File: src/rtl/ts_host_port_if.sv
// Host/core signal bundle for ts_host_port. The block itself takes the slave view;
// the host/core environment takes the master view.
interface ts_host_port_if;
  logic        go;
  logic        done;
  logic        wr;
  logic [31:0] in_record;
  logic        full;
  logic        rd;
  logic        empty;
  logic [31:0] out_record;
  logic [31:0] core_rec;
  logic        core_rec_valid;
  logic        core_rec_pop;
  logic        core_start;
  logic        core_finish;
  logic [31:0] core_out_rec;
  logic        core_out_valid;
  logic        core_out_ready;
  logic [15:0] cycle_count;
  logic        ovf_err;

  modport slave (
    input  go, wr, in_record, rd, core_rec_pop, core_finish, core_out_rec, core_out_valid,
    output done, full, empty, out_record, core_rec, core_rec_valid, core_start,
           core_out_ready, cycle_count, ovf_err
  );

  modport master (
    output go, wr, in_record, rd, core_rec_pop, core_finish, core_out_rec, core_out_valid,
    input  done, full, empty, out_record, core_rec, core_rec_valid, core_start,
           core_out_ready, cycle_count, ovf_err
  );
endinterface

File: src/rtl/ts_host_port.sv
// Host port for the timing-simulation core: input record FIFO, output record FIFO,
// and an IDLE/RUN/DRAIN run controller with a saturating RUN cycle counter.
module ts_host_port #(
  parameter int IN_DEPTH  = 16,
  parameter int OUT_DEPTH = 16
) (
  input logic            clk,
  input logic            rst,
  ts_host_port_if.slave  bus
);
  localparam int IAW = $clog2(IN_DEPTH);
  localparam int OAW = $clog2(OUT_DEPTH);

  typedef enum logic [1:0] {IDLE = 2'd0, RUN = 2'd1, DRAIN = 2'd2} state_t;

  state_t      state_q, state_d;
  logic        core_start_q, core_start_d;
  logic        done_q, done_d;
  logic        ovf_q, ovf_d;
  logic [15:0] cycle_count_q, cycle_count_d;

  logic [31:0]  in_mem_q [IN_DEPTH];
  logic [IAW-1:0] in_wr_q, in_wr_d, in_rd_q, in_rd_d;
  logic [IAW:0] in_cnt_q, in_cnt_d;
  logic         in_full_q, in_full_d, in_empty_q, in_empty_d;
  logic         in_push, in_pop;

  logic [31:0]  out_mem_q [OUT_DEPTH];
  logic [OAW-1:0] out_wr_q, out_wr_d, out_rd_q, out_rd_d;
  logic [OAW:0] out_cnt_q, out_cnt_d;
  logic         out_full_q, out_full_d, out_empty_q, out_empty_d;
  logic         out_push, out_pop;

  // A push into a full FIFO still lands when the same edge pops, so occupancy holds.
  always_comb begin
    in_pop   = bus.core_rec_pop && (state_q == RUN) && !in_empty_q;
    in_push  = bus.wr && (!in_full_q || in_pop);
    in_wr_d  = in_push ? in_wr_q + 1'b1 : in_wr_q;
    in_rd_d  = in_pop ? in_rd_q + 1'b1 : in_rd_q;
    in_cnt_d = in_cnt_q;
    if (in_push && !in_pop) in_cnt_d = in_cnt_q + 1'b1;
    else if (!in_push && in_pop) in_cnt_d = in_cnt_q - 1'b1;
    in_full_d  = in_cnt_d[IAW];
    in_empty_d = (in_cnt_d == '0);

    out_pop   = bus.rd && !out_empty_q;
    out_push  = bus.core_out_valid && (!out_full_q || out_pop);
    out_wr_d  = out_push ? out_wr_q + 1'b1 : out_wr_q;
    out_rd_d  = out_pop ? out_rd_q + 1'b1 : out_rd_q;
    out_cnt_d = out_cnt_q;
    if (out_push && !out_pop) out_cnt_d = out_cnt_q + 1'b1;
    else if (!out_push && out_pop) out_cnt_d = out_cnt_q - 1'b1;
    out_full_d  = out_cnt_d[OAW];
    out_empty_d = (out_cnt_d == '0);
  end

  always_comb begin
    state_d       = state_q;
    core_start_d  = 1'b0;
    cycle_count_d = cycle_count_q;
    ovf_d = ovf_q || (bus.wr && !in_push) || (bus.core_out_valid && !out_push);
    case (state_q)
      IDLE: begin
        if (bus.go) begin
          state_d       = RUN;
          core_start_d  = 1'b1;
          cycle_count_d = '0;
        end
      end
      RUN: begin
        if (cycle_count_q != 16'hFFFF) cycle_count_d = cycle_count_q + 1'b1;
        if (bus.core_finish) state_d = DRAIN;
      end
      DRAIN: begin
        if (out_empty_q) state_d = IDLE;
      end
      default: state_d = IDLE;
    endcase
    done_d = (state_d == IDLE) && out_empty_d;
  end

  always_ff @(posedge clk or posedge rst) begin
    if (rst) begin
      state_q       <= IDLE;
      core_start_q  <= 1'b0;
      done_q        <= 1'b1;
      ovf_q         <= 1'b0;
      cycle_count_q <= '0;
      in_wr_q       <= '0;
      in_rd_q       <= '0;
      in_cnt_q      <= '0;
      in_full_q     <= 1'b0;
      in_empty_q    <= 1'b1;
      out_wr_q      <= '0;
      out_rd_q      <= '0;
      out_cnt_q     <= '0;
      out_full_q    <= 1'b0;
      out_empty_q   <= 1'b1;
    end else begin
      state_q       <= state_d;
      core_start_q  <= core_start_d;
      done_q        <= done_d;
      ovf_q         <= ovf_d;
      cycle_count_q <= cycle_count_d;
      in_wr_q       <= in_wr_d;
      in_rd_q       <= in_rd_d;
      in_cnt_q      <= in_cnt_d;
      in_full_q     <= in_full_d;
      in_empty_q    <= in_empty_d;
      out_wr_q      <= out_wr_d;
      out_rd_q      <= out_rd_d;
      out_cnt_q     <= out_cnt_d;
      out_full_q    <= out_full_d;
      out_empty_q   <= out_empty_d;
    end
  end

  // Storage needs no reset: pointers and counts alone define what is valid.
  always_ff @(posedge clk) begin
    if (in_push) in_mem_q[in_wr_q] <= bus.in_record;
    if (out_push) out_mem_q[out_wr_q] <= bus.core_out_rec;
  end

  assign bus.done           = done_q;
  assign bus.full           = in_full_q;
  assign bus.empty          = out_empty_q;
  assign bus.out_record     = out_mem_q[out_rd_q];
  assign bus.core_rec       = in_mem_q[in_rd_q];
  assign bus.core_rec_valid = (state_q == RUN) && !in_empty_q;
  assign bus.core_start     = core_start_q;
  assign bus.core_out_ready = !out_full_q;
  assign bus.cycle_count    = cycle_count_q;
  assign bus.ovf_err        = ovf_q;
endmodule

File: src/flat_wrapper.sv
// flat-port wrapper written by rule: the top's interface ports become plain ports
module ts_host_port_flat 
#(
  parameter int IN_DEPTH  = 16,
  parameter int OUT_DEPTH = 16
)
  (clk, rst, bus_go, bus_wr, bus_in_record, bus_rd, bus_core_rec_pop, bus_core_finish, bus_core_out_rec, bus_core_out_valid, bus_done, bus_full, bus_empty, bus_out_record, bus_core_rec, bus_core_rec_valid, bus_core_start, bus_core_out_ready, bus_cycle_count, bus_ovf_err);
  ts_host_port_if bus_i ();
  input logic clk;
  input logic rst;
  input wire logic [$bits(bus_i.go)-1:0] bus_go;
  input wire logic [$bits(bus_i.wr)-1:0] bus_wr;
  input wire logic [$bits(bus_i.in_record)-1:0] bus_in_record;
  input wire logic [$bits(bus_i.rd)-1:0] bus_rd;
  input wire logic [$bits(bus_i.core_rec_pop)-1:0] bus_core_rec_pop;
  input wire logic [$bits(bus_i.core_finish)-1:0] bus_core_finish;
  input wire logic [$bits(bus_i.core_out_rec)-1:0] bus_core_out_rec;
  input wire logic [$bits(bus_i.core_out_valid)-1:0] bus_core_out_valid;
  output wire logic [$bits(bus_i.done)-1:0] bus_done;
  output wire logic [$bits(bus_i.full)-1:0] bus_full;
  output wire logic [$bits(bus_i.empty)-1:0] bus_empty;
  output wire logic [$bits(bus_i.out_record)-1:0] bus_out_record;
  output wire logic [$bits(bus_i.core_rec)-1:0] bus_core_rec;
  output wire logic [$bits(bus_i.core_rec_valid)-1:0] bus_core_rec_valid;
  output wire logic [$bits(bus_i.core_start)-1:0] bus_core_start;
  output wire logic [$bits(bus_i.core_out_ready)-1:0] bus_core_out_ready;
  output wire logic [$bits(bus_i.cycle_count)-1:0] bus_cycle_count;
  output wire logic [$bits(bus_i.ovf_err)-1:0] bus_ovf_err;
  assign bus_i.go = bus_go;
  assign bus_i.wr = bus_wr;
  assign bus_i.in_record = bus_in_record;
  assign bus_i.rd = bus_rd;
  assign bus_i.core_rec_pop = bus_core_rec_pop;
  assign bus_i.core_finish = bus_core_finish;
  assign bus_i.core_out_rec = bus_core_out_rec;
  assign bus_i.core_out_valid = bus_core_out_valid;
  assign bus_done = bus_i.done;
  assign bus_full = bus_i.full;
  assign bus_empty = bus_i.empty;
  assign bus_out_record = bus_i.out_record;
  assign bus_core_rec = bus_i.core_rec;
  assign bus_core_rec_valid = bus_i.core_rec_valid;
  assign bus_core_start = bus_i.core_start;
  assign bus_core_out_ready = bus_i.core_out_ready;
  assign bus_cycle_count = bus_i.cycle_count;
  assign bus_ovf_err = bus_i.ovf_err;
  ts_host_port #(.IN_DEPTH(IN_DEPTH), .OUT_DEPTH(OUT_DEPTH)) u_core (.clk(clk), .rst(rst), .bus(bus_i));
endmodule
File: config.mk
export PLATFORM = sky130hd
export DESIGN_NAME = ts_host_port_flat
export DESIGN_NICKNAME = d
export VERILOG_FILES = /design/src/rtl/ts_host_port_if.sv /design/src/rtl/ts_host_port.sv /design/src/flat_wrapper.sv
export SDC_FILE = /design/constraint.sdc
export NUM_CORES = 1
export LEC_CHECK = 0
export CAP_MARGIN = 20
export CORE_MARGIN = 2
export CORE_UTILIZATION = 36
export CTS_BUF_LIST = sky130_fd_sc_hd__clkbuf_8
export CTS_CLUSTER_DIAMETER = 30
export DETAILED_ROUTE_END_ITERATION = 8
export GPL_ROUTABILITY_DRIVEN = 0
export PLACE_DENSITY = 0.58
export SETUP_SLACK_MARGIN = 0.3
export SKIP_LAST_GASP = 1
export SLEW_MARGIN = 20
export SYNTH_ARGS = -nofsm -noshare
export SYNTH_HDL_FRONTEND = slang
export SYNTH_SLANG_ARGS = --single-unit
File: constraint.sdc
create_clock -name clk -period 7.1 [get_ports clk]
set_input_delay 1.42 -clock clk [delete_from_list [all_inputs] [get_ports clk]]
set_output_delay 1.42 -clock clk [all_outputs]
set_load 0.02 [all_outputs]
Word level (Yosys, flattened, before mapping)
Memory sizes are Yosys's and may differ from the RTL's.
Index checks and enable logic that the tools add are counted.
{ "op_classes": {"n_reduce_logical": 31, "mux": 17, "add_sub_neg": 9, "eq_ne": 5} }
{ "op_table": {"columns": ["cell", "n"], "rows": [
  ["16-bit 2-to-1 mux", 2],
  ["16-bit case mux with 2 select lines", 1],
  ["5-bit 2-to-1 mux", 4],
  ["16-bit by 1-bit adder with 16-bit output, second input constant", 1],
  ["4-bit by 1-bit adder with 4-bit output, second input constant", 4],
  ["16-bit != test, second input constant", 1],
  ["1-bit logical AND", 13],
  ["5-bit by 1-bit adder with 5-bit output, second input constant", 2],
  ["5-bit zero test", 2],
  ["5-bit by 1-bit subtractor with 5-bit output, second input constant", 2],
  ["1-bit zero test", 8],
  ["1-bit 2-to-1 mux", 6],
  ["2-bit 2-to-1 mux", 3],
  ["2-bit case mux with 3 select lines", 1],
  ["2-bit zero test", 2],
  ["1-bit logical OR", 4],
  ["2-bit != test, second input constant", 2],
  ["3-bit AND reduction", 1],
  ["2-bit by 1-bit == test with 1-bit output, second input constant", 1],
  ["2-bit == test, second input constant", 1],
  ["2-bit nonzero test", 1]
]} }
{ "totals": {"mem_count": 2, "mem_bits_rw": 1024, "word_cells": 79, "regBits": 51, "in_bits": 72} }
{ "mem_list": {"columns": ["name", "words", "width", "read_ports", "rd_ports_with_merged_regs", "wr", "line_no", "source"], "rows": [
  ["u_core.in_mem_q", 16, 32, 1, 0, 1, "ts_host_port.sv:22", "logic [31:0] in_mem_q [IN_DEPTH];"],
  ["u_core.out_mem_q", 16, 32, 1, 0, 1, "ts_host_port.sv:28", "logic [31:0] out_mem_q [OUT_DEPTH];"]
]} }

Logic depth before layout (Yosys ltp)
Gate-level depths: netlist (run 1).
{ "depth": {"depth_word": 10, "depth_mapped": 7, "depth_no_buf": 7} }

Worst setup path before layout (run 1)
OpenSTA, ideal clock, no wires.
{ "synth_timing": {"kind": "input-to-reg", "start": "input bus_rd", "end": "memory u_core.out_mem_q[7][0], enable pin", "t_arrival_ps": 4565, "stages": 5, "t_required_ps": 6632, "path_slack_ps": 2067, "setup_time_ps": 468, "cell_sequence": "nand2b_1 > clkbuf_1 > a21boi_1 > nand2_1 > nor3b_1"} }
{ "synth_between": {"elab_chain_cells": 5} }
{ "synth_lines": {"columns": ["item", "line_no", "source"], "rows": [
  ["start: declaration", "flat_wrapper.sv:14", "input wire logic [$bits(bus_i.rd)-1:0] bus_rd;"],
  ["1-bit logical AND", "ts_host_port.sv:46", "out_pop = bus.rd && !out_empty_q;"],
  ["1-bit logical OR", "ts_host_port.sv:47", "out_push = bus.core_out_valid && (!out_full_q || out_pop);"],
  ["1-bit logical AND", "ts_host_port.sv:47", null],
  ["1-bit 2-to-1 mux", "ts_host_port.sv:121", "if (out_push) out_mem_q[out_wr_q] <= bus.core_out_rec;"],
  ["1-bit 2-to-1 mux (not written as such)", "ts_host_port.sv:121", null],
  ["end: declaration", "ts_host_port.sv:28", null]
]} }
No other way between the ends.

Worst setup path after layout (run 1)
{ "layout_timing": {"start": "register u_core.in_rd_q[0]", "end": "output bus_core_rec[4]"} }
{ "layout_between": {"elab_chain_cells": 1} }
{ "layout_lines": {"columns": ["item", "line_no", "source"], "rows": [
  ["start: declaration", "ts_host_port.sv:23", "logic [IAW-1:0] in_wr_q, in_wr_d, in_rd_q, in_rd_d;"],
  ["start signal: assignment", "ts_host_port.sv:106", "in_rd_q <= in_rd_d;"],
  ["memory 16 x 32 bit", null, null],
  ["end: declaration", "flat_wrapper.sv:23", "output wire logic [$bits(bus_i.core_rec)-1:0] bus_core_rec;"]
]} }
No other way between the ends.

==> summary.md, run 1 <==
| Metric | Value |
|---|---|
| First-pass GRT wire length | roughly 130 mm |
| Antenna-violating nets left | 0 |
| Switching share of power | roughly 29% |
| Sequential cell area fraction in the yosys report | between 70 and 80% |
| Hold violation total from the final report | 0 |
| Cell Pwr Density | roughly 400 nW/um2 |
| Area Growth Syn to Fin | 21.0% |
| CTS Buffer Depth | 3 |
| Gate power share | between 20% and 30% |
| CTS Root Cell | clkbuf_8 |
| Die H | 343 um |
| Max cap viols | 0 |
| Worst vdd ir | about 230 uV |
| Fin nets | roughly 2.2k |
| Core ar. | 114,000 um2 |
| Reg power frac | 38.9% |
| Number of I/O port buffers | about 160 |
| Slew Viols, Final | 0 |
| Number of vias per cell | 5.07 |
| Post-synth top area share | between 70% and 80% |
| Pin count of the biggest net entering global routing | 55 |
| Int Power | roughly 14 mW |
| Fmax | 182 MHz |
| Iter 0 DRT Violations | between 1k and 1.5k |
| CTS Sinks | approximately 1.1k |
| Pre-CTS WS | 2280 ps |
| Share of cells above drive strength 1 | a little under a third |
| Num CTS Buffers | between 200 and 250 |
| Worst slew pin tran | around 1000 ps |
| CTS resizes | 0 |
| PnR worst setup slack | between 1500 and 2000 ps |
| Syn avg cell area | 22.7 um2 |
| Leak pwr | 16.0 nW |
| Post-Syn Area | 41,400 um2 |
| H-tree depth | 4 |
| Max FO, Critical Path | 41 |
| Total GRT Usage | roughly 16% |
| Period Utilization, post-route | 77.6% |
| Commonest cells in the synthesized netlist | edfxtp_1 (1,024), mux4_2 (288), dfrtp_1 (46) |
| TritonRoute pass-1 iters | 5 |
| Worst skew pair latency | 860 ps |
| WL/cell | 23.5 um |
| RSZ-0062 raised after global routing | false |
| Routed via count | a little under 20k |
| Post-detail-place hpwl | 47.7 mm |
| Cell Area, Placed | 45,000 um2 |
| Cell taking the most area after synthesis | edfxtp_1 |
| Setup Fix Bufs, Post-CTS | 0 |
| Cell count after synthesis | between 1.5k and 2k |
| Fin crit period | approximately 5500 ps |
| Clock network power share | between 30% and 40% |
| Post-synth EDFFs | 1,024 |
| Final wirelength | between 90 and 100 mm |
| Setup Skew | between 30 and 40 ps |
| Status | finished clean |
| Hold Buf Count CTS | 0 |
| Critical path type | flip-flop to output pin |
| Initial core utilization | between 30 and 40% |
| Post-route cell area | around 50,000 um2 |
| Synth Net Count | around 1.9k |
| Total grt overflow | 0 |
| CTS tree | done |
| DIE AREA | roughly 120,000 um2 |
| Asr flop ratio synth | between 4 and 5% |
| Worst setup EP type | output pin |
| Row count | 124 |
| Initial antenna violation count | 9 |
| Worst setup SP type | flip-flop |
| DIE WIDTH | 343 um |
| Vias in the first global route | 21.3k |
| Top-count cell post-synth | edfxtp_1 |
| Hold crit path type | flip-flop to flip-flop |
| Remaining DRCs | 0 |
| Yosys cell types | 56 |
| Synth area leaders | edfxtp_1 (74%), mux4_2 (16%), dfrtp_1 (2.8%), mux2i_1 (0.85%), a211oi_1 (0.60%) |
| Worst EP arrival | 4090 ps |
| Most used flip-flop cell after synthesis | edfxtp_1 |
| # IOs | between 150 and 200 |
| Fin util | a little over two fifths |
| Yosys Warn Count | 0 |
| Worst hold slack | approximately 540 ps |
| Sum Neg Setup Slack | 0 ps |
| Worst-path clk slew | 60 ps |
| Net Sw Power | 5.74 mW |
| Crit path required time | about 5700 ps |
| Yosys reg bits | 1,073 |
| Slew margin rel. | between 30% and 40% |
| Setup violations, final | 0 |
==> power by group through the flow <==
stage	Sequential (mW)	Clock [mW]	Combinational, mW
floorplan	7.47	0	3.73
global placement	7.91	0	5.06
detailed placement	7.93	0	5.10
CTS	7.80	7.39	5.12
global route	7.85	7.69	5.34
finish	7.79	7.22	4.99
==> area by class of cell <==
cell class | instances | area [um2]
multi-input combinational | 642 | 9030
sequential | 1073 | 32000
timing repair buffer | 205 | 2010
clock buffer | 229 | 3150
fill | 9770 | 64100
clock inverter | 185 | 1950
antenna | 2 | 5.00
inverter | 14 | 53.8
tap | 1512 | 1890
==> metal layers <==
layer | vias to the layer above | GRT usage, % | routed length, um
met5 | - | 0 | 80
met4 | 12 | 5.80 | 2100
met3 | 164 | 3.61 | 4750
met2 | 547 | 26.7 | 46900
met1 | 10390 | 19.3 | 37000
li1 | 8455 | - | -
==> layout by cell type, fill, tap and decap left out, types with 4 or more instances in the layout <==
cell and instances:
edfxtp_1 1024, mux4_2 288, clkbuf_8 229, clkdlybuf4s50_1 158, inv_1 42, buf_4 41
dfrtp_1 38, clkinvlp_4 37, bufinv_16 37, a21oi_1 36, mux2i_1 35, a211oi_1 33
nor2b_1 33, clkinv_1 33, nand2_1 28, clkinv_2 28, nor2_1 27, xnor2_1 18
ha_1 15, nor2_4 12, clkinv_4 12, xor2_1 10, nand4_1 8, nand3_1 8
nor3_1 7, and3_2 7, o21ai_0 6, nor3_2 6, buf_12 6, nand2b_1 5
dfrtp_4 5, o21ai_1 4, and3_1 4, and4_2 4, nor3b_2 4, inv_6 4
==> kinds of logic after synthesis <==
kind of cell	share of synthesized area, %
and+or+nand+nor	2.30
adders and majority gates	0.453
muxes	16.5
DFF	77.2
xor gates and xnor gates	0.592
buffers and inverters	1.36
AOI/OAI and AO/OA	1.56
==> critical path, cell delays in order (launching register included) <==
cell and delay, ps:
dfrtp_4 980, buf_4 560, mux4_2 580, nor2b_1 150
a211oi_1 250, a21oi_1 90, clkdlybuf4s50_1 580
==> sequential cells by signal, indices dropped and copies added, names as in the netlist <==
register	count
u_core.out_wr_q	4
u_core.in_wr_q	4
u_core.bus.ovf_err	1
u_core.in_rd_q	4
u_core.bus.cycle_count	16
u_core.bus.core_start	1
u_core.bus.done	1
u_core.out_rd_q	4
u_core.bus.empty	1
u_core.in_mem_q	512
u_core.state_q	2
u_core.in_cnt_q	5
u_core.out_mem_q	512
u_core.out_cnt_q	5
u_core.in_empty_q	1
==> through the flow <==
| step | power, mW | std cells |
|---|---|---|
| 3_5_place_dp | 13.0 | 3446 |
| 4_1_cts | 20.3 | 3860 |
| 6_report | 20.0 | 3862 |
| 2_1_floorplan | 11.2 | 1826 |
| 5_1_grt | 20.9 | 3862 |
| 3_3_place_gp | 13.0 | 3446 |
==> path summary, 6_finish.rpt <==
kind / cells past startpoint / end / start / slack, ps
worst max-delay path: 6 / bus_core_rec[4] / u_core.in_rd_q[0]$_DFFE_PP0P_ / 1590
worst min-delay path: 1 / u_core.state_q[0]$_DFF_PP0_ / u_core.state_q[1]$_DFF_PP0_ / 540
worst max register to register: 5 / u_core.in_mem_q[4][13]$_DFFE_PP_ / u_core.state_q[0]$_DFF_PP0_ / 3840
worst min register to register: 1 / u_core.state_q[0]$_DFF_PP0_ / u_core.state_q[1]$_DFF_PP0_ / 540
max in group asynchronous: 2 / u_core.in_rd_q[2]$_DFFE_PP0P_ / rst / 5370
min in group asynchronous: 2 / u_core.bus.cycle_count[11]$_DFFE_PP0P_ / rst / 1070
No activity file was read; power rests on OpenSTA's default activity.
==> run 2, diff against run 1 <==
--- a/config.mk
+++ b/config.mk
@@ -12,7 +12,7 @@
 export CTS_CLUSTER_DIAMETER = 30
 export DETAILED_ROUTE_END_ITERATION = 8
 export GPL_ROUTABILITY_DRIVEN = 0
-export PLACE_DENSITY = 0.58
+export PLACE_DENSITY = 0.6
 export SETUP_SLACK_MARGIN = 0.3
 export SKIP_LAST_GASP = 1
 export SLEW_MARGIN = 20
==> constraint.sdc (replaced) <==
create_clock -name clk -period 5.05 [get_ports clk]
set_input_delay 1.01 -clock clk [delete_from_list [all_inputs] [get_ports clk]]
set_output_delay 1.01 -clock clk [all_outputs]
set_load 0.02 [all_outputs]
==> run 2 against run 1 <==
Against the previous run: clock skew up 26 ps; critical endpoint is now bus_out_record[25]; final cell count grew 0.57%; critical path depth shrank 2; first-iteration DRC count rose by 14%; largest power group unchanged.
==> summary.md, run 2 (synthesis results as in run 1) <==
| Metric | Value |
|---|---|
| Fin util | 44.0% (+0.12 points) |
| Status | finished clean |
| Max cap viols | 0 (unchanged) |
| Worst skew pair latency | 880 ps (+20 ps) |
| Post-detail-place hpwl | 50.2 mm (+5.3%) |
| Slew margin rel. | 36.7% (+4.4 points) |
| First-pass GRT wire length | 136 mm (+0.93%) |
| Total grt overflow | 0 (unchanged) |
| Hold_sp | u_core.state_q[1]$_DFF_PP0_ |
| TritonRoute pass-1 iters | 5 (unchanged) |
| Pin count of the biggest net entering global routing | 54 (-1.8%) |
| Non-Filler Instances | 3,884 (+0.57%) |
| Worst setup EP type | output pin |
| Most frequent cells in the layout | edfxtp_1 (1,024), mux4_2 (288), clkbuf_8 (215), clkdlybuf4s50_1 (158), buf_4 (56) |
| Antenna-violating nets left | 0 (unchanged) |
| Int Power | 19.6 mW (+37%) |
| Worst setup SP type | flip-flop |
| Vias in the first global route | 21.3k (+0.22%) |
| Number of I/O port buffers | 158 (unchanged) |
| Worst EP arrival | 3590 ps (-500 ps) |
| Worst hold slack | 512 ps (-24.2 ps) |
| Die H | 343 um (unchanged) |
| Worst vdd ir | 364 uV (+59%) |
| # IOs | 159 (unchanged) |
| Initial antenna violation count | 11 (+2) |
| FF-to-FF Start | u_core.state_q[0]$_DFF_PP0_ |
| H-tree depth | 4 (unchanged) |
| Most common cell after layout, fill and taps aside | edfxtp_1 |
| Crit path required time | 4040 ps (-1640 ps) |
| Worst-path clk slew | 60 ps (about the same) |
| Fin nets | 2,269 (+0.89%) |
| Core ar. | 114,000 um2 (unchanged) |
| Max FO, Critical Path | 39 (-4.9%) |
| CTS Root Cell | clkbuf_8 |
| Setup crit start | u_core.out_rd_q[0]$_DFFE_PP0P_ |
| Final wirelength | 92.6 mm (+1.9%) |
| Iter 0 DRT Violations | 1,566 (+14%) |
| Leak pwr | 16.1 nW (+0.90%) |
| Share of cells above drive strength 1 | 31.4% (-0.044 points) |
| Cell Pwr Density | 552 nW/um2 (+38%) |
| Sum Neg Setup Slack | 0 ps (unchanged) |
| CTS tree | done |
| Hold crit path type | flip-flop to flip-flop |
| Slew Viols, Final | 0 (unchanged) |
| Net Sw Power | 8.18 mW (+43%) |
| Switching share of power | 29.5% (+0.81 points) |
| Hold violation total from the final report | 0 (unchanged) |
| Clock network power share | 33.8% (-2.3 points) |
| DIE AREA | 118,000 um2 (unchanged) |
| Gate power share | 27.6% (+2.6 points) |
| Worst slew pin tran | 946 ps (-69.3 ps) |
| CTS Buffer Depth | 3 (unchanged) |
| Area Growth Syn to Fin | 21.3% |
| Routed via count | 19.8k (+1.3%) |
| Total GRT Usage | 15.8% (+0.18 points) |
| Critical path type | flip-flop to output pin |
| Placed insts | 3,470 (+0.70%) |
| Setup Skew | 57.2 ps (+26.3 ps) |
| RSZ-0062 raised after global routing | true |
| Setup violations, final | 0 (unchanged) |
| DIE WIDTH | 343 um (unchanged) |
| WL/cell | 23.8 um (+1.3%) |
| Remaining DRCs | 0 (unchanged) |
| Fmax | 218 MHz |
| Period Utilization, post-route | ~91% |
| Fillers | 9,747 (-0.24%) |
| PnR Total Power | 27.7 mW (+39%) |
| CTS Sinks | 1,073 (unchanged) |
| Fin crit period | around 4600 ps |
| Row count | 124 (unchanged) |
| Initial core utilization | 36.3% (unchanged) |
| Num CTS Buffers | 212 (-6.2%) |
| Reg power frac | 38.6% (-0.3 points) |
| Number of vias per cell | 5.10 (+0.72%) |
## run 2: cell types whose count changed in the layout (fill, tap and decap cells not counted), moves of 10 or more
cell and delta:
clkbuf_8 -14, buf_4 +15, bufinv_16 -11, inv_1 +10, clkinvlp_4 -16, buf_12 +15
## run 2: final timing paths
path | slack [ps] | end | depth (start not counted)
max | 450 | bus_out_record[25] | 4
min | 510 | u_core.state_q[0]$_DFF_PP0_ | 1
max reg2reg | 2030 | u_core.in_mem_q[11][16]$_DFFE_PP_ | 5
min reg2reg | 510 | u_core.state_q[0]$_DFF_PP0_ | 1
max in group asynchronous | 3610 | u_core.in_empty_q$_DFF_PP1_ | 3
min in group asynchronous | 610 | u_core.bus.cycle_count[7]$_DFFE_PP0P_ | 2
## run 2: power groups by stage
stage | logic, mW | registers, mW | clock network (mW)
5_1_grt | 8.22 | 10.7 | 10.0
4_1_cts | 7.69 | 10.8 | 9.61
2_1_floorplan | 5.25 | 10.5 | 0
6_report | 7.67 | 10.7 | 9.37
3_3_place_gp | 7.49 | 11.0 | 0
3_5_place_dp | 7.55 | 11.0 | 0
## run 2: cell type report
type | count | area (um2) | share of cell area [%]
sequential | 1073 | 32000 | 63.7
multi-input combinational | 642 | 9030 | 18.0
clock buffer | 215 | 2960 | 5.89
timing repair buffer | 239 | 2530 | 5.04
tap | 1512 | 1890 | 3.77
clock inverter | 181 | 1750 | 3.48
inverter | 14 | 52.6 | 0.105
antenna | 8 | 20.0 | 0.0399
## run 2: critical path: stages, from the launching register on
cell and delay [ps]:
dfrtp_4 680, buf_12 350, mux4_2 560, mux4_2 560, clkdlybuf4s50_1 570
## run 2: per-stage QoR
step | cell area [um2] | setup slack, ps
after global placement | 45300 | 1070
final | 50200 | 453
after floorplan | 41400 | 427
after CTS | 50100 | 284
after detailed placement | 45300 | 1050
after global routing | 50200 | 272
## run 2: routing by layer
metal	wire length, um	vias to the layer above	global-route usage, %
met2	48200	608	27.3
met4	2060	12	5.52
li1	-	8520	-
met3	5130	178	3.76
met5	82	-	0
met1	37200	10503	19.3
## run 2: repair_timing
item / in CTS / in global routing
endpoints found under the setup margin: 38 / 12
setup buffers: 2 / 7
cloned: 0 / 1
hold buffers: 0 / 0
resized for setup: 0 / 1
==> run 3, diff against run 2 <==
--- a/config.mk
+++ b/config.mk
@@ -6,13 +6,13 @@
 export NUM_CORES = 1
 export LEC_CHECK = 0
 export CAP_MARGIN = 20
-export CORE_MARGIN = 2
 export CORE_UTILIZATION = 36
 export CTS_BUF_LIST = sky130_fd_sc_hd__clkbuf_8
 export CTS_CLUSTER_DIAMETER = 30
 export DETAILED_ROUTE_END_ITERATION = 8
 export GPL_ROUTABILITY_DRIVEN = 0
 export PLACE_DENSITY = 0.6
+export REMOVE_ABC_BUFFERS = 1
 export SETUP_SLACK_MARGIN = 0.3
 export SKIP_LAST_GASP = 1
 export SLEW_MARGIN = 20
==> run 3 against run 2 <==
Against the previous run: via count fell by 0.30%; core utilization rose by 0.27 points; non-clock buffer count rose by 3.
==> summary.md, run 3 (synthesis results as in run 1) <==
| Metric | Value |
|---|---|
| Period Utilization, post-route | 89.7% (-1.3 points) |
| Initial core utilization | 36.3% (unchanged) |
| Register area | 32,000 um2 (unchanged) |
| CTS Root Cell | clkbuf_8 |
| Global route hottest layer | met2 |
| CTS tree | done |
| Int Power | 20.0 mW (+2.0%) |
| Total GRT Usage | 16.0% (+0.23 points) |
| First-pass GRT wire length | 137 mm (+0.55%) |
| Row count | 124 (unchanged) |
| PnR worst setup slack | 521 ps (+67.8 ps) |
| WL/cell | 23.8 um (-0.27%) |
| Worst vdd ir | 399 uV (+9.6%) |
| Multi-input combinational cell area | 9030 um2 (unchanged) |
| Switching share of power | 29.3% (-0.22 points) |
| Routed via count | 19.8k (-0.30%) |
| Max FO, Critical Path | 30 (-23%) |
| Worst skew pair latency | 900 ps (+20 ps) |
| Worst setup SP type | flip-flop |
| DIE WIDTH | 341 um (-0.58%) |
| Setup Skew | 59.9 ps (+2.65 ps) |
| Number of vias per cell | 5.07 (-0.64%) |
| DIE AREA | 116,000 um2 (-1.2%) |
| Fin crit period | 4530 ps (-67.8 ps) |
| Met2 global-route usage | 27.3% (+0.035 points) |
| Clock network power share | 35.1% (+1.3 points) |
| Vias in the first global route | 21.4k (+0.14%) |
| Fillers | 9,680 (-0.69%) |
| H-tree depth | 4 (unchanged) |
| Most common cell after layout, fill and taps aside | edfxtp_1 |
| Worst hold slack | 510 ps (-2.39 ps) |
| Share of cells above drive strength 1 | 31.7% (+0.35 points) |
| Number of I/O port buffers | 158 (unchanged) |
| Cell Pwr Density | 558 nW/um2 (+1.1%) |
| Num CTS Buffers | 220 (+3.8%) |
| # IOs | 159 (unchanged) |
| Hold Buf Count CTS | 0 (unchanged) |
| Net Sw Power | 8.26 mW (+0.96%) |
| Die H | 341 um (-0.58%) |
| Fmax | 221 MHz (+1.5%) |
| Hold violation total from the final report | 0 (unchanged) |
| Fin nets | 2,280 (+0.48%) |
| Max cap viols | 0 (unchanged) |
| CTS resizes | 0 (unchanged) |
| Post-route cell area | 50,500 um2 (+0.61%) |
| Post-detail-place hpwl | 48.8 mm (-2.8%) |
| Setup Fix Bufs, Post-CTS | 6 (+4) |
| RSZ-0062 raised after global routing | false |
| Area Growth Syn to Fin | 22.0% |
| Core ar. | 114,000 um2 (unchanged) |
| Slew margin rel. | 40.9% (+4.3 points) |
| Most frequent cells in the layout | edfxtp_1 (1,024), mux4_2 (288), clkbuf_8 (223), clkdlybuf4s50_1 (158) |
| Crit path required time | 4040 ps (about the same) |
| Cell Area, Placed | 45,300 um2 (about the same) |
| PnR Total Power | 28.2 mW (+1.7%) |
| Pre-CTS WS | 1100 ps (+48.1 ps) |
| Worst EP arrival | 3520 ps (-70 ps) |
| Setup violations, final | 0 (unchanged) |
| CTS Buffer Depth | 3 (unchanged) |
| Non-Filler Instances | 3,897 (+0.33%) |
| Placed insts | 3,468 (-0.058%) |
| Worst slew pin tran | 883 ps (-63.8 ps) |
| Reg power frac | 37.9% (-0.7 points) |
| Worst setup EP type | output pin |
| Final wirelength | 92.6 mm (about the same) |
| Hold crit path type | flip-flop to flip-flop |
| Critical path type | flip-flop to output pin |
| Antenna-violating nets left | 0 (unchanged) |
| CTS Sinks | 1,073 (unchanged) |
| Total grt overflow | 0 (unchanged) |
| Pin count of the biggest net entering global routing | 74 (+37%) |
| Slew Viols, Final | 0 (unchanged) |
| Iter 0 DRT Violations | 1,364 (-13%) |
| Met1 usage | 19.8% (+0.47 points) |
| Leak pwr | 16.3 nW (+1.0%) |
| Gate power share | 27.1% (-0.5 points) |
| Worst-path clk slew | 50 ps (about the same) |
| Global Route met3 Usage | 3.78% (+0.027 points) |
| TritonRoute pass-1 iters | 5 (unchanged) |
| Remaining DRCs | 0 (unchanged) |
| Status | finished clean |
| Initial antenna violation count | 11 (unchanged) |
==> run 3: cell count changes in the layout (fill, tap and decap cells not counted), sizes merged <==
cell / change
clkinvlp: -4
clkbuf: +7
buf: +4
bufinv: +5
inv: +10
diode: -5
clkinv: -4
==> run 3: metal layers <==
layer | wire length, um | vias to the layer above
met1 | 37700 | 10547
met5 | 92 | -
met3 | 5340 | 133
met2 | 47700 | 533
met4 | 1830 | 16
li1 | - | 8532
==> run 3: final cells by class <==
cell class / count / area share, %
multi-input cells: 642 / 17.9
diodes: 3 / 0.0149
clock buffers: 223 / 6.07
clock inverters: 188 / 3.80
well taps: 1512 / 3.74
inverters: 14 / 0.104
repair buffers: 242 / 5.07
flip-flops and latches: 1073 / 63.3
==> run 3: path summary, 6_finish.rpt <==
path / start / endpoint / slack, ps / depth (start not counted)
max reg2reg: u_core.state_q[0]$_DFF_PP0_ / u_core.in_mem_q[3][13]$_DFFE_PP_ / 2330 / 6
min in group asynchronous: rst / u_core.out_rd_q[2]$_DFFE_PP0P_ / 620 / 2
max in group asynchronous: rst / u_core.in_empty_q$_DFF_PP1_ / 3630 / 3
min reg2reg: u_core.state_q[1]$_DFF_PP0_ / u_core.state_q[0]$_DFF_PP0_ / 510 / 1
max: u_core.in_rd_q[0]$_DFFE_PP0P_ / bus_core_rec[11] / 520 / 7
min: u_core.state_q[1]$_DFF_PP0_ / u_core.state_q[0]$_DFF_PP0_ / 510 / 1
==> run 3: critical path, stage by stage (launching register included) <==
cell and delay [ps]:
dfrtp_4 540, buf_12 150, buf_12 240, mux4_2 540, nor2b_1 140, a211oi_1 260
a21oi_1 140, clkdlybuf4s50_1 590
==> run 3: power by group through the flow <==
stage | sequential, mW | clock, mW | combinational [mW]
after floorplan | 11.5 | 0 | 4.71
after global placement | 11.0 | 0 | 7.33
after detailed placement | 11.0 | 0 | 7.41
after CTS | 10.8 | 10.1 | 7.64
after global routing | 10.7 | 10.5 | 8.19
final | 10.7 | 9.90 | 7.64
==> run 3: stage by stage <==
stage               util (%)  TNS [ps]
finish                  44.3         0
global route            44.3         0
CTS                     44.2         0
detailed placement      39.7         0
global placement        39.7         0
floorplan                  -   -144470
